### src/rtl/ram_arbiter_pkg.sv
// ram_arbiter_pkg: state and port-ID encodings shared by ram_arbiter and rr_arbiter2.
// Build option RAM_ARB_FIXED_PRIO_EN selects fixed A-priority arbitration in rr_arbiter2.
package ram_arbiter_pkg;
  typedef enum logic {ST_IDLE = 1'b0, ST_RESP = 1'b1} state_e;
  localparam logic PORT_A = 1'b0;
  localparam logic PORT_B = 1'b1;
endpackage

### src/rtl/ram_arbiter_rr_arbiter2.sv
// rr_arbiter2: 2-way grant logic; round-robin on lastGrant, or A-priority with RAM_ARB_FIXED_PRIO_EN.
// Requests must already be qualified by eligibility; every grant counts as an accepted transfer.
module rr_arbiter2 import ram_arbiter_pkg::*; (
  input  logic clk,
  input  logic rstN,
  input  logic a_req_i,
  input  logic b_req_i,
  output logic a_gnt_o,
  output logic b_gnt_o
);
`ifdef RAM_ARB_FIXED_PRIO_EN
  assign b_gnt_o = b_req_i & !a_req_i;
`else
  logic last_q, last_d;
  // On a conflict, the port that did not win last time wins now.
  assign b_gnt_o = b_req_i & (!a_req_i | last_q == PORT_A);
  assign last_d = a_gnt_o ? PORT_A : b_gnt_o ? PORT_B : last_q;
  always_ff @(posedge clk)
    last_q <= !rstN ? PORT_B : last_d;
`endif
  assign a_gnt_o = a_req_i & !b_gnt_o;
endmodule

### src/rtl/ram_arbiter.sv
// ram_arbiter: shares one registered-read single-port RAM between ports A and B with pipelined reads.
// Define RAM_ARB_FIXED_PRIO_EN to give port A fixed priority instead of round-robin.
module ram_arbiter import ram_arbiter_pkg::*; #(
  parameter int ADDR_WIDTH = 32,
  parameter int DATA_WIDTH = 32
) (
  input  logic                  clk,
  input  logic                  rstN,
  input  logic                  aValid,
  output logic                  aReady,
  input  logic                  aWrite,
  input  logic [ADDR_WIDTH-1:0] aAddr,
  input  logic [DATA_WIDTH-1:0] aWData,
  output logic                  aRspValid,
  input  logic                  bValid,
  output logic                  bReady,
  input  logic                  bWrite,
  input  logic [ADDR_WIDTH-1:0] bAddr,
  input  logic [DATA_WIDTH-1:0] bWData,
  output logic                  bRspValid,
  output logic [DATA_WIDTH-1:0] rspData,
  output logic [ADDR_WIDTH-1:0] ramAddress,
  output logic [DATA_WIDTH-1:0] ramWriteData,
  output logic                  ramWriteEnable,
  output logic                  ramReadEnable,
  input  logic [DATA_WIDTH-1:0] ramReadData
);
  state_e state_q, state_d;
  logic owner_q, owner_d;
  logic [ADDR_WIDTH-1:0] addr_q;
  logic [DATA_WIDTH-1:0] wdata_q;
  logic a_req, b_req, a_gnt, b_gnt, gnt, gnt_write, gnt_read, in_resp;
  assign in_resp = rstN & (state_q == ST_RESP);
  // A write during RESP would turn the RAM data bus around while read data is in flight.
  assign a_req = rstN & aValid & (state_q == ST_IDLE | !aWrite);
  assign b_req = rstN & bValid & (state_q == ST_IDLE | !bWrite);
  rr_arbiter2 u_arb (
    .clk     (clk),
    .rstN    (rstN),
    .a_req_i (a_req),
    .b_req_i (b_req),
    .a_gnt_o (a_gnt),
    .b_gnt_o (b_gnt)
  );
  assign gnt = a_gnt | b_gnt;
  assign gnt_write = b_gnt ? bWrite : aWrite;
  assign gnt_read = gnt & !gnt_write;
  assign aReady = a_gnt;
  assign bReady = b_gnt;
  assign ramWriteEnable = gnt & gnt_write;
  assign ramReadEnable = gnt_read | in_resp;
  assign ramAddress = !rstN ? '0 : b_gnt ? bAddr : a_gnt ? aAddr : addr_q;
  assign ramWriteData = !rstN ? '0 : b_gnt ? bWData : a_gnt ? aWData : wdata_q;
  assign aRspValid = in_resp & owner_q == PORT_A;
  assign bRspValid = in_resp & owner_q == PORT_B;
  assign rspData = in_resp ? ramReadData : '0;
  always_comb begin
    state_d = ST_IDLE;
    owner_d = owner_q;
    state_d = gnt_read ? ST_RESP : ST_IDLE;
    owner_d = gnt_read ? (b_gnt ? PORT_B : PORT_A) : owner_q;
  end
  always_ff @(posedge clk) begin
    if (!rstN) begin
      state_q <= ST_IDLE;
      owner_q <= PORT_A;
      addr_q  <= '0;
      wdata_q <= '0;
    end else begin
      state_q <= state_d;
      owner_q <= owner_d;
      addr_q  <= ramAddress;
      wdata_q <= ramWriteData;
    end
  end
endmodule

### config.mk
export PLATFORM = sky130hd
export DESIGN_NAME = ram_arbiter
export DESIGN_NICKNAME = d
export VERILOG_FILES = /design/src/rtl/ram_arbiter_pkg.sv /design/src/rtl/ram_arbiter_rr_arbiter2.sv /design/src/rtl/ram_arbiter.sv
export SDC_FILE = /design/constraint.sdc
export NUM_CORES = 1
export LEC_CHECK = 0
export CELL_PAD_IN_SITES_DETAIL_PLACEMENT = 0
export CELL_PAD_IN_SITES_GLOBAL_PLACEMENT = 1
export CORE_MARGIN = 1.5
export CORE_UTILIZATION = 27
export CTS_CLUSTER_SIZE = 12
export DETAILED_ROUTE_END_ITERATION = 7
export PLACE_DENSITY_LB_ADDON = 0.1
export SYNTH_ARGS = -nofsm -noshare
export SYNTH_HDL_FRONTEND = slang
export SYNTH_HIERARCHICAL = 1
export SYNTH_SLANG_ARGS = --single-unit
### constraint.sdc
create_clock -name clk -period 6.8 [get_ports clk]
set_clock_uncertainty 0.15 [all_clocks]
set_input_delay 2.04 -clock clk [delete_from_list [all_inputs] [get_ports clk]]
set_output_delay 2.04 -clock clk [all_outputs]
set_load 0.05 [all_outputs]
# Word-level counts from Yosys, hierarchy flattened
# Index checks and enable logic that the tools add are counted.
word_totals:
  regBits: 67
  latchBits: 0
  ram_bits: 0
  romBits: 0
  in_bits: 166
  out_inout_bits: 102
  word_cells: 42
  n_memories: 0
op_classes:
  n_addsub: 0
  mul: 0
  div: 0
  n_lt_le_gt_ge: 0
  eq_ne: 0
  shift: 0
  muxes: 12
  bitwise_logic: 19
  n_reduce_logical: 6
op_table:
  columns: ["operator", "n"]
  rows:
  - ["32-bit 2-to-1 mux", 7]
  - ["1-bit AND", 11]
  - ["1-bit zero test", 5]
  - ["1-bit 2-to-1 mux", 5]
  - ["1-bit bitwise OR", 5]
  - ["1-bit inverter", 3]
  - ["2-bit nonzero test", 1]

# Logic depth before layout (Yosys ltp)
# Gate-level depths: netlist of the first run.
depth:
  depth_word: 11
  mapped_depth: 10
  depth_no_buf: 6

# Hierarchy
# Netlist of the first run, hierarchy kept.
modules_own_cells:
  columns: ["module", "n_inst", "cells_each", "area_each_um2", "seq_area_each_um2"]
  rows:
  - ["ram_arbiter", 1, 419, 4317.9, 1321.3]
  - ["rr_arbiter2", 1, 6, 58.8, 20.0]

# Worst setup path after synthesis of the first run
# OpenSTA, ideal clock, no wires.
synth_timing:
  path_kind: "in2out"
  from: "input rstN"
  to: "output ramWriteEnable"
  t_arrival_ps: 5641
  required_time_ps: 4610
  setup_slack_ps: -1031
  stages: 10
  path_buffers: 5
  path_cell_list: "buf_2 > clkbuf_1 > nand2_1 > a21oi_1 > a21boi_0 > buf_2 > buf_4 > buf_6 > nand2_1 > o21ai_0"
synth_between:
  elab_cells_between_ends: 12
  cone_classes: "mux (1); bitwise (9); reduce/logical (2)"
synth_rtl:
  columns: ["item", "line", "source"]
  rows:
  - ["from (decl)", "ram_arbiter.sv:8", "input logic rstN,"]
  - ["1-bit AND * (2 in a row)", "ram_arbiter.sv:36", "assign b_req = rstN & bValid & (state_q == ST_IDLE | !bWrite);"]
  - ["via b_req", "ram_arbiter.sv:32", "logic a_req, b_req, a_gnt, b_gnt, gnt, gnt_write, gnt_read, in_resp;"]
  - ["1-bit AND *", "ram_arbiter_rr_arbiter2.sv:16", "assign b_gnt_o = b_req_i & (!a_req_i | last_q == PORT_A);"]
  - ["via bReady", "ram_arbiter.sv:16", "output logic bReady,"]
  - ["1-bit zero test", "ram_arbiter_rr_arbiter2.sv:21", "assign a_gnt_o = a_req_i & !b_gnt_o;"]
  - ["1-bit AND", "ram_arbiter_rr_arbiter2.sv:21", null]
  - ["1-bit bitwise OR", "ram_arbiter.sv:45", "assign gnt = a_gnt | b_gnt;"]
  - ["1-bit AND *", "ram_arbiter.sv:50", "assign ramWriteEnable = gnt & gnt_write;"]
  - ["to (decl)", "ram_arbiter.sv:24", "output logic ramWriteEnable,"]
# The timed path passes the listed nets; every way through them passes the cells marked *.

# Worst setup path in the final report of the first run
layout_timing:
  from: "input bWrite"
  to: "output ramWriteData[30]"
layout_between:
  elab_chain_cells: 9
layout_rtl:
  columns: ["item", "line", "source"]
  rows:
  - ["from (decl)", "ram_arbiter.sv:17", "input logic bWrite,"]
  - ["1-bit zero test *", "ram_arbiter.sv:36", null]
  - ["1-bit bitwise OR *", "ram_arbiter.sv:36", null]
  - ["1-bit AND *", "ram_arbiter.sv:36", null]
  - ["via b_req", "ram_arbiter.sv:32", null]
  - ["1-bit AND *", "ram_arbiter_rr_arbiter2.sv:16", null]
  - ["1-bit zero test", "ram_arbiter_rr_arbiter2.sv:21", null]
  - ["1-bit AND", "ram_arbiter_rr_arbiter2.sv:21", null]
  - ["32-bit 2-to-1 mux", "ram_arbiter.sv:53", "assign ramWriteData = !rstN ? '0 : b_gnt ? bWData : a_gnt ? aWData : wdata_q;"]
  - ["32-bit 2-to-1 mux * (2 in a row)", "ram_arbiter.sv:53", null]
  - ["to (decl)", "ram_arbiter.sv:23", "output logic [DATA_WIDTH-1:0] ramWriteData,"]
# Marks and branches as above.

==> results.md, run 1 <==
- Pwr Density: between 150 and 200 mW/mm^2
- CP startpoint kind: primary input
- CTS tree: yes
- Core ar.: 0.0159 mm^2
- Min cycle time layout: 6360 ps
- Via count: approximately 4200
- Number of global-route vias before repair: approximately 4000
- Critical path's slowest cell: clkdlybuf4s50_1
- Largest cells by area after synthesis: dfxtp_1, o211a_1, mux2_2
- Placer Congestion: 0.745
- Average size of a mapped cell: 10.3 um^2
- Nets@finish: 828
- Fmax: 0.157 GHz
- 1st-iter DRT viols: about 180
- CP max FO: 23
- Reg2reg path depth: 6
- Syn nets: about 590
- Reg2reg start: state_q
- Slew @ Worst Pin: 895 ps
- Final hold vios: 0
- CP cell instances: clkdlybuf4s50_1 > a21oi_1 > nand2b_4 > and2_2 > buf_4 > mux2_2 > o211a_1 > buf_4
- Slew Limit Fails: 0
- Netlist cell types: 21
- Worst skew pair latency: 320 ps
- Root Buffer: clkbuf_16
- Die Y-Extent: between 100 and 150 um
- Total CTS buffers: 9
- Setup_tns: 0 ps
- Worst slew margin: roughly 40%
- DP HPWL: about 9.9 mm
- Starting Density: 27.6%
- Maximum number of pins on one net before global-route repair: between 100 and 150
- Clock Path Buffers: 2
- FF-to-FF setup slack: 4060 ps
- Type of the worst min-delay path: reg -> reg
- Area growth syn-to-layout: 66.1%
- Synth top area share: 30.6%
- Hold Startpoint: owner_q
- Antenna cells: 0
- Final Power: 1.36 mW
- Worst min-delay path endpoint: owner_q
- Worst EP arrival: between 4000 and 5000 ps
- CP Launch Point: bWrite
- Via-to-Cell Ratio: around 4.8
- Seq/Total Area, Yosys: 30.6%
- CP peak stage delay: 530 ps
- CP Capture Type: output pin
- Total GRT Usage: 15.6%
- Clk sink count: 67
- Drt total wl: roughly 14 mm
- Worst path required time: between 4000 and 5000 ps
- MaxCap Viol Count: 0
- First-pass GRT wire length: 20.8 mm
- Die area: 0.0170 mm^2
- Cell leakage power: 4.12 nW
- Status: finished, final reports clean
- # hold bufs at CTS: 0
- Row Count: 46
- Hold-critical path depth: 1
- Final Cycle Share: 93.5%
- Drt pass-1 iters: 7
- Post-route ant nets: 0
- Worst-path clk slew: 50 ps
- Worst Setup Path Type: in -> out
- Die W: 130 um
- RSZ-0062 raised after global routing: no
- Most frequent cell on the critical path: buf_4
- Synth Instances: about 430
- Post-CTS Resized: 0
- Global route overflow: 0
- Reg2reg end: owner_q
- Avg WL per Cell: roughly 16 um
- Port Buffers: 267
- Share of layout cells above drive strength 1: 23.9%
- # IOs: 268
- Fin cells: between 800 and 900
- # setup viols final: 0
- Postcts setup bufs: 0
- Yosys warns: 6
- Post-synthesis sequential element count: 67
- Mapped cell area: 0.00438 mm^2
- # H-tree levels: 3
- Remaining DRCs: 0
- Yosys top cell by area: dfxtp_1
- Peak VDD IR: around 110 uV
- Inst Count DP: 867
- Initial antenna violation count: 0
per-layer routing:
layer / track usage, % / part of all wire [%]
met1: 18.3 / 41
met2: 26.9 / 49
met3: 4.72 / 7.7
met4: 5.56 / 1.8
met5: 0 / 0
per-stage QoR:
step                      hold slack (ps)  worst slack (ps)  instance area (um^2)  util [%]
after global placement                337               488                  7000      44.1
final                                 364               439                  7270      45.8
after detailed placement              360               431                  7000      44.1
after floorplan                       313               110                  4390         -
after global routing                  384               343                  7270      45.8
after CTS                             373               422                  7270      45.8
area by class of cell:
| class | count | area (um^2) |
|---|---|---|
| clock buffer | 10 | 239 |
| multi-input combinational | 309 | 2740 |
| clock inverter | 5 | 30.0 |
| sequential | 67 | 1340 |
| timing repair buffer | 275 | 2650 |
| fill | 1547 | 8610 |
| tap | 216 | 270 |
cells by family after synthesis:
group / after synthesis / share of synthesized area [%]
AOI/OAI and AO/OA: 134 / 30.2
buffers and inverters: 49 / 6.98
DFF: 67 / 30.6
muxes: 64 / 16.5
and+or+nand+nor: 111 / 15.8
synthesized netlist by cell type:
master and count:
nand2_1 5, and3_1 33, nor2_1 1, a21boi_1 1, buf_6 14, dfxtp_1 67
mux2_2 64, clkbuf_1 26, nand3_1 2, buf_2 7, a31o_1 1, a21boi_0 1
nand2b_1 66, nand2b_4 1, a21oi_1 2, o211a_1 128, o21ai_0 1, and2_1 1
buf_4 2, and3b_1 1, or3b_1 1
where the power goes:
part           internal (mW)  total (mW)  switching (mW)
logic                  0.235       0.489           0.254
registers              0.427       0.436         0.00938
clock network          0.253       0.430           0.178
total                  0.914        1.36           0.441
critical path, delay by kind of cell:
family | cells | cell delay, ps
buffers and inverters | 3 | 1040
muxes | 1 | 390
AOI/OAI and AO/OA | 2 | 380
and+or+nand+nor | 2 | 320
placed cells by master (no fill, tap or decap), types with 2 or more instances in the layout:
cell type	instances
clkbuf_16	9
and3_1	33
dfxtp_1	67
clkinv_2	3
nand2b_1	66
nand2_1	5
mux2_2	64
a21oi_1	2
clkinvlp_4	2
buf_12	7
o211a_1	128
nand3_1	2
clkdlybuf4s50_1	198
buf_4	70
sequential cells by signal (all words and copies together) (netlist names):
register	flops
state_q	1
u_arb/last_q	1
addr_q	32
wdata_q	32
owner_q	1
worst max path at each step:
stage | endpoint | slack (ps)
floorplan | ramWriteEnable | 110
global placement | ramWriteData[12] | 490
detailed placement | ramWriteData[30] | 430
CTS | ramWriteData[30] | 420
global route | ramWriteData[30] | 340
finish | ramWriteData[30] | 440
Note: power is estimated with default switching activity, not from simulation.
==> run 2: changes to the inputs <==
CORE_ASPECT_RATIO = 0.6   (was unset)
CORE_UTILIZATION = 29   (was 27)
clock period = 7.4 ns   (was 6.8 ns; I/O delays follow)
==> results.md, run 2 (synthesized netlist as in run 1, its figures left out) <==
- Cell leakage power: 4.14 nW (+0.46%)
- # hold bufs at CTS: 0 (unchanged)
- Post-CTS Resized: 0 (unchanged)
- Placer Congestion: 0.876 (+17%)
- Root Buffer: clkbuf_16
- Core ar.: 0.0146 mm^2 (-7.9%)
- Register share of total power: 31.0% (-1.2 points)
- Worst-path clk slew: 50 ps (about the same)
- Final Cycle Share: 93.0%
- Metal3 WL: 1.13 mm (+4.7%)
- NetSw: 400 uW (-9.4%)
- Slew @ Worst Pin: 1020 ps (+121 ps)
- Final hold vios: 0 (unchanged)
- Avg WL per Cell: 16.7 um (+5.4%)
- Remaining DRCs: 0 (unchanged)
- FF-to-FF setup slack: 4660 ps (+600 ps)
- CP startpoint kind: primary input
- Worst Setup Path Type: in -> out
- Status: finished, final reports clean
- Worst slew margin: 32.3% (-8.0 points)
- Maximum number of pins on one net before global-route repair: 102 (-3.8%)
- Fin cells: 862 (-2.3%)
- Commonest non-fill, non-tap cell in the layout: clkdlybuf4s50_1
- First-pass GRT wire length: 21.8 mm (+5.2%)
- Peak VDD IR: 86.8 uV (-21%)
- DP HPWL: 10.2 mm (+2.9%)
- Most frequent cell on the critical path: buf_4
- Wl on met1: 6.68 mm (+16%)
- Fmax: 0.145 GHz
- Area growth syn-to-layout: 66.5%
- Pint: 893 uW (-2.3%)
- Pwr Density: 177 mW/mm^2 (-4.8%)
- # setup viols final: 0 (unchanged)
- Die W: 162 um (+24%)
- Final Power: 1.29 mW (-4.6%)
- Drt total wl: 14.4 mm (+3.0%)
- Nets@finish: 827 (-0.12%)
- Min cycle time layout: 6880 ps
- Row Count: 34 (-26%)
- CP peak stage delay: 480 ps (-50 ps)
- CP max FO: 29 (+26%)
- Clock Path Buffers: 2 (unchanged)
- Inst Count DP: 848 (-2.2%)
- Combinational share of power: 35.0% (-1.1 points)
- CP cell instances: clkdlybuf4s50_1 > nand2_1 > a21oi_1 > and2_2 > buf_4 > mux2_2 > o211a_1 > buf_4
- Worst EP arrival: 4510 ps (+340 ps)
- Post-route ant nets: 0 (unchanged)
- Clock share of power: 34.0% (+2.3 points)
- Commonest non-fill, non-tap cells in the layout: clkdlybuf4s50_1, o211a_1, buf_4
- Total CTS buffers: 9 (unchanged)
- Antenna cells: 0 (unchanged)
- Via count: 4230 (+0.071%)
- Die area: 0.0159 mm^2 (-6.6%)
- Setup_tns: 0 ps (unchanged)
- Die Y-Extent: 98.2 um (-25%)
- CP Capture Type: output pin
- # IOs: 268 (unchanged)
- RSZ-0062 raised after global routing: no
- 1st-iter DRT viols: 193 (+9.7%)
- Share of layout cells above drive strength 1: 23.6% (-0.23 points)
- Switching Share: 30.9% (-1.6 points)
- Metal2 WL: 6.44 mm (-6.2%)
- Via-to-Cell Ratio: 4.91 (+2.4%)
- MaxCap Viol Count: 0 (unchanged)
- Worst path required time: 5030 ps (+420 ps)
- # H-tree levels: 3 (unchanged)
- Port Buffers: 267 (unchanged)
- Critical path's slowest cell: clkdlybuf4s50_1
- Drt pass-1 iters: 4 (-3)
- Clk sink count: 67 (unchanged)
- Worst skew pair latency: 320 ps (about the same)
- CTS tree: yes
- Initial antenna violation count: 0 (unchanged)
- Biggest regs: addr_q x32, wdata_q x32
- Top sig layer: met4
- Global route overflow: 0 (unchanged)
- Number of global-route vias before repair: 4049 (+0.70%)
- Slew Limit Fails: 0 (unchanged)
- Type of the worst min-delay path: reg -> reg
- Final hold slack: 370 ps (+6.74 ps)
- Starting Density: 29.9% (+2.4 points)
- Postcts setup bufs: 0 (unchanged)
- Total GRT Usage: 17.5% (+1.9 points)
[run 2: cell count changes in the layout (fill, tap and decap cells not counted)]
| cell | change |
|---|---|
| clkbuf_8 | +2 |
| buf_4 | -2 |
| buf_12 | +1 |
| o21ai_0 | +1 |
| clkinv_2 | -2 |
| bufinv_16 | +1 |
| clkinvlp_4 | -2 |
| o21ai_1 | -1 |
[run 2: through the flow]
step | instance area, um^2 | setup WS (ps) | utilization [%]
after floorplan | 4380 | 59.1 | -
after global placement | 6980 | 524 | 47.7
after detailed placement | 6980 | 513 | 47.7
after CTS | 7290 | 502 | 49.8
after global routing | 7290 | 391 | 49.8
final | 7290 | 519 | 49.8
[run 2: worst paths after layout]
path                            startpoint              end  cells after the start
worst min register to register     owner_q          owner_q                      1
worst max register to register     state_q       addr_q[30]                      6
worst max-delay path                aValid  ramWriteData[1]                      8
worst min-delay path               owner_q          owner_q                      1
[run 2: final cells by class]
cell class | count | area, um^2
sequential | 67 | 1340
fill | 1344 | 7350
clock buffer | 12 | 267
timing repair buffer | 274 | 2650
multi-input combinational | 309 | 2740
clock inverter | 2 | 35.0
tap | 198 | 248
[run 2: worst max-delay path, delay by kind of cell]
kind / cells / cell delay (ps)
AO/OA/AOI/OAI: 2 / 510
buffers and inverters: 3 / 1050
multiplexers: 1 / 400
AND/OR/NAND/NOR: 2 / 310
[run 2: power by group through the flow]
stage	clock network, mW	registers [mW]	logic, mW
global route	0.470	0.405	0.479
floorplan	0	0.405	0.290
detailed placement	0	0.409	0.453
global placement	0	0.408	0.447
finish	0.439	0.401	0.453
CTS	0.454	0.402	0.456
[run 2: metal layers]
| metal | vias up | GRT usage (%) |
|---|---|---|
| li1 | 2076 | - |
| met1 | 1991 | 22.0 |
| met2 | 150 | 28.6 |
| met3 | 13 | 6.16 |
| met4 | 0 | 3.92 |
| met5 | - | 0 |
